**config.mk**
```make
export PLATFORM = sky130hd
export DESIGN_NAME = button_conditioner
export DESIGN_NICKNAME = d
export VERILOG_FILES = /design/src/rtl/button_conditioner_pkg.sv /design/src/rtl/debounce_channel.sv /design/src/rtl/button_conditioner.sv
export SDC_FILE = /design/constraint.sdc
export NUM_CORES = 1
export LEC_CHECK = 0
export ABC_CLOCK_PERIOD_IN_PS = 6100
export BUFFER_PORTS_ARGS = -buffer_cell sky130_fd_sc_hd__buf_4
export CORE_MARGIN = 5
export CORE_UTILIZATION = 55
export CTS_BUF_LIST = sky130_fd_sc_hd__clkbuf_4 sky130_fd_sc_hd__clkbuf_8
export CTS_CLUSTER_SIZE = 24
export DETAILED_ROUTE_END_ITERATION = 8
export PLACE_DENSITY = 0.79
export SYNTH_ARGS = -nofsm -noshare
export SYNTH_HDL_FRONTEND = slang
export SYNTH_SLANG_ARGS = --single-unit
```
**constraint.sdc**
```tcl
create_clock -name clk -period 6.1 [get_ports clk]
set_clock_uncertainty 0.1 [all_clocks]
set_input_delay 1.22 -clock clk [delete_from_list [all_inputs] [get_ports clk]]
set_output_delay 1.22 -clock clk [all_outputs]
set_load 0.02 [all_outputs]
```
**src/rtl/button_conditioner_pkg.sv**
```systemverilog
// Shared constants for the button conditioning front end: channel indices,
// the idle (released) level and the default debounce window.
package button_conditioner_pkg;

  localparam int unsigned BTN_HL = 0;
  localparam int unsigned BTN_HR = 1;
  localparam int unsigned BTN_VU = 2;
  localparam int unsigned BTN_VD = 3;

  localparam logic BTN_RELEASED = 1'b1;

  localparam int unsigned NUM_BUTTONS_DEFAULT     = 4;
  localparam int unsigned DEBOUNCE_CYCLES_DEFAULT = 500000;  // 10 ms at 50 MHz

endpackage

```
**src/rtl/debounce_channel.sv**
```systemverilog
// One button channel: two-flop synchroniser, persistence counter, debounced
// active-low level and single-cycle press/release pulses.
module debounce_channel
  import button_conditioner_pkg::*;
#(
  parameter int unsigned DEBOUNCE_CYCLES = DEBOUNCE_CYCLES_DEFAULT
) (
  input  logic clk,
  input  logic rst_n,
  input  logic raw_i,
  output logic level_o,
  output logic level_next_o,
  output logic press_o,
  output logic release_o
);

  localparam int unsigned CNT_WIDTH = $clog2(DEBOUNCE_CYCLES + 1);
  localparam logic [CNT_WIDTH-1:0] CNT_LAST = CNT_WIDTH'(DEBOUNCE_CYCLES - 1);

  logic                 s1_q, s2_q;
  logic                 level_q, level_d;
  logic                 press_q, press_d;
  logic                 release_q, release_d;
  logic [CNT_WIDTH-1:0] cnt_q, cnt_d;

  // NOTE: every output of this block gets a default first, so no path leaves
  // a variable unassigned and no latch can be inferred.
  always_comb begin
    level_d   = level_q;
    press_d   = 1'b0;
    release_d = 1'b0;
    cnt_d     = cnt_q;
    if (s2_q == level_q) begin
      cnt_d = '0;
    end else if (cnt_q == CNT_LAST) begin
      // The new level has persisted for the full window: accept it.
      level_d   = s2_q;
      cnt_d     = '0;
      press_d   = ~s2_q;
      release_d = s2_q;
    end else begin
      cnt_d = cnt_q + CNT_WIDTH'(1);
    end
  end

  // NOTE: non-blocking assignments here so every flop samples the values from
  // before the edge; blocking would collapse the synchroniser into one stage.
  always_ff @(posedge clk) begin
    if (!rst_n) begin
      s1_q      <= BTN_RELEASED;
      s2_q      <= BTN_RELEASED;
      level_q   <= BTN_RELEASED;
      press_q   <= 1'b0;
      release_q <= 1'b0;
      cnt_q     <= '0;
    end else begin
      s1_q      <= raw_i;
      s2_q      <= s1_q;
      level_q   <= level_d;
      press_q   <= press_d;
      release_q <= release_d;
      cnt_q     <= cnt_d;
    end
  end

  assign level_o      = level_q;
  assign level_next_o = level_d;
  assign press_o      = press_q;
  assign release_o    = release_q;

endmodule

```
**src/rtl/button_conditioner.sv**
```systemverilog
// Debounces NUM_BUTTONS raw active-low buttons into clean levels, edge pulses
// and a registered "any button held" flag aligned with the level change.
module button_conditioner
  import button_conditioner_pkg::*;
#(
  parameter int unsigned NUM_BUTTONS     = NUM_BUTTONS_DEFAULT,
  parameter int unsigned DEBOUNCE_CYCLES = DEBOUNCE_CYCLES_DEFAULT
) (
  input  logic                   clk,
  input  logic                   rst_n,
  input  logic [NUM_BUTTONS-1:0] btn_raw,
  output logic [NUM_BUTTONS-1:0] btn_level,
  output logic [NUM_BUTTONS-1:0] btn_press,
  output logic [NUM_BUTTONS-1:0] btn_release,
  output logic                   any_pressed
);

  logic [NUM_BUTTONS-1:0] level_next;
  logic                   any_pressed_q;

  for (genvar i = 0; i < NUM_BUTTONS; i++) begin : g_chan
    debounce_channel #(
      .DEBOUNCE_CYCLES(DEBOUNCE_CYCLES)
    ) u_chan (
      .clk         (clk),
      .rst_n       (rst_n),
      .raw_i       (btn_raw[i]),
      .level_o     (btn_level[i]),
      .level_next_o(level_next[i]),
      .press_o     (btn_press[i]),
      .release_o   (btn_release[i])
    );
  end

  // Built from next-state levels so the flag moves on the same edge as btn_level.
  always_ff @(posedge clk) begin
    if (!rst_n) begin
      any_pressed_q <= 1'b0;
    end else begin
      any_pressed_q <= ~&level_next;
    end
  end

  assign any_pressed = any_pressed_q;

endmodule

```
==> impl_metrics.env <==
export IMPL_status="completed"
export IMPL_io_pins=19
export IMPL_wl_mm=6.78
export IMPL_finalCritPeriodShare=0.379
export IMPL_clock_root_buffer="clkbuf_8"
export IMPL_hold_path_class="register to register"
export IMPL_postCtsHoldBufs=0
export IMPL_cts_buffers=9
export IMPL_report_final_slew_viol_count=0
export IMPL_cp_arrival_ns=2.43
export IMPL_fin_crit_ns=2.31
export IMPL_post_cts_setup_buffers=0
export IMPL_layout_drive_gt1_share=0.0872
export IMPL_tns_ns=0
export IMPL_nNetsFinal=475
export IMPL_drc_errors=0
export IMPL_avgSynthCellArea_sq_um=8.96
export IMPL_nFillCells=634
export IMPL_setup_viol=0
export IMPL_irDropWorstVdd_mv=0.128
export IMPL_post_cts_resized=0
export IMPL_io_buffers=18
export IMPL_insertion_delay_ns=0.36
export IMPL_routedWlPerCell_um=11.9
export IMPL_synth_top_area_cell="dfxtp_1"
export IMPL_hpwl_mm=4.84
export IMPL_syn_area_sq_um=4110
export IMPL_finalPower_mw=1.11
export IMPL_syn_inst=458
export IMPL_r2r_start="g_chan[3].u_chan.cnt_q[0]"
export IMPL_rsz0062_at_grt="false"
export IMPL_max_cap_violations=0
export IMPL_dieArea_sq_um=9290
export IMPL_path_class="register to register"
export IMPL_ys_flop_type="dfxtp_1"
export IMPL_power_density_nw_per_um2=250
export IMPL_reg2reg_to="g_chan[3].u_chan.cnt_q[6]"
export IMPL_cts_tree="built"
export IMPL_cp_end_kind="register"
export IMPL_whs_path_depth=1
export IMPL_grt_pass1_wl_mm=11.9
export IMPL_cp_max_fo=19
export IMPL_ff2ff_path_depth=5
export IMPL_drt_iter0_drc=91
export IMPL_vias=2887
export IMPL_worst_r2r_setup_slack_ns=3.79
export IMPL_cp_start_kind="register"
export IMPL_ys_seq_area_frac=0.473
export IMPL_die_w_um=96.4
export IMPL_grt_usage=0.163
export IMPL_gp_congestion=0.785
export IMPL_crit_end="g_chan[3].u_chan.cnt_q[6]"
export IMPL_clock_sinks=97
export IMPL_antenna_left=0
export IMPL_area_delta_synth_final_pct=8.38
export IMPL_syn_num_nets=468
export IMPL_grt_max_degree=23
export IMPL_slew_headroom=0.520
export IMPL_worstMarginPinSlew_ns=0.718
export IMPL_ys_warnings_count=0
export IMPL_antenna_found_initial=0
export IMPL_hold_viol=0
export IMPL_yosys_cell_types_count=34
export IMPL_overflow=0
export IMPL_leakage_nw=1.36
export IMPL_synth_edf_count=0
export IMPL_required_ns=6.22
export IMPL_first_global_vias=2750
export IMPL_rows=31
export IMPL_start_util=0.566
export IMPL_seqCellArea_sq_um=1940
export IMPL_clk_path_buf_depth=2
export IMPL_fp_dieH_um=96.4
export IMPL_postLayoutCoreUtil=0.613
export IMPL_crit_start="g_chan[3].u_chan.cnt_q[0]"
export IMPL_design_core_area_sq_um=7250
export IMPL_clk_pin_slew_ns=0.09
export IMPL_dr_pass1_iters=4
export IMPL_timing_hold_ws_ns=0.319
export IMPL_fmax_ghz=0.433
export IMPL_synth_area_top_cells="dfxtp_1 (47%), xnor2_1 (9.2%), nor2_1 (9.1%)"
export IMPL_n_antenna_cell=0
export IMPL_post_synth_top_count_cell="nor2_1"
export IMPL_synth_top_area_share=0.473
export IMPL_synth_seq_cells=97
export IMPL_multi_input_area_sq_um=1960
export IMPL_htree_levels=3
export IMPL_async_reset_ff_frac=0
export IMPL_synth_common_cells="nor2_1 (100), dfxtp_1 (97), xnor2_1 (43)"
export IMPL_viasPerCell=5.07
## worst max-delay path: stages (launching register included)
cell,delay (ns)
dfxtp_1,0.38
ha_1,0.22
nand4_1,0.23
nor4_1,0.51
nand3b_1,0.61
nor2_1,0.13
## power by group
group	switching (mW)	leakage, nW	total [mW]	internal, mW
Clock	0.226	0.115	0.462	0.235
Sequential	0.00224	0.783	0.638	0.636
Combinational	0.00806	0.457	0.0129	0.00486
## layer usage
layer  vias up  part of all wire  global-route usage  wire, um
met1      1321              0.49               0.203      3290
li1       1524                 -                   -         -
met3         6             0.040              0.0457       272
met4         0             0.014              0.0596        95
met2        36              0.46               0.269      3120
met5         -                 0                   0         0
## state kept, by name (all words and copies together), names as in the netlist
name                     count
g_chan.u_chan.cnt_q         76
g_chan.u_chan.level_o        4
g_chan.u_chan.press_o        4
g_chan.u_chan.release_o      4
g_chan.u_chan.s1_q           4
g_chan.u_chan.s2_q           4
any_pressed                  1
## kinds of logic (layout without fill, tap and decap cells)
family                   Yosys count  in the layout  synth area share
adder cells (fa/ha/maj)            4              4            0.0122
XOR/XNOR                          72             72             0.154
flip-flops                        97             97             0.473
multiplexers                       4              4           0.00975
AO/OA/AOI/OAI                      1              1           0.00274
buffers and inverters             38             50            0.0485
AND/OR/NAND/NOR                  242            242             0.300
## layout make-up
type / count / share of cell area
Multi-Input combinational cell: 323 / 0.442
Sequential cell: 97 / 0.436
Clock inverter: 7 / 0.0225
Timing Repair Buffer: 18 / 0.0304
Inverter: 16 / 0.0135
Tap cell: 99 / 0.0278
Clock buffer: 9 / 0.0278
## worst min-delay path by stage
stage / start / to
after floorplan: g_chan[0].u_chan.s1_q / g_chan[0].u_chan.s2_q
after global placement: g_chan[3].u_chan.s1_q / g_chan[3].u_chan.s2_q
after detailed placement: g_chan[1].u_chan.s1_q / g_chan[1].u_chan.s2_q
after CTS: g_chan[1].u_chan.s1_q / g_chan[1].u_chan.s2_q
after global routing: g_chan[0].u_chan.s1_q / g_chan[0].u_chan.s2_q
final: g_chan[1].u_chan.s1_q / g_chan[1].u_chan.s2_q
## per-stage QoR
stage	setup WS (ns)	cells	area (sq um)
3_3_place_gp	3.72	553	4230
4_1_cts	3.75	569	4450
5_1_grt	3.56	569	4450
6_report	3.79	569	4450
3_5_place_dp	3.64	553	4230
2_1_floorplan	3.89	458	4110
## cells in the final DEF (no fill, tap or decap), types with 3 or more instances in the layout
cell      instances
nor2_1          100
dfxtp_1          97
xnor2_1          43
nand2_1          29
xor2_1           29
nand3_1          29
buf_4            18
inv_1            16
nand4_1          15
nor3_1           12
clkbuf_8          9
nor4_1            8
nand2b_1          8
and3_1            6
nor3b_1           6
and4_1            5
nor4b_1           5
nand3b_1          4
mux2i_1           4
ha_1              4
or3_1             3
inv_6             3
No activity file was read; power rests on OpenSTA's default activity.
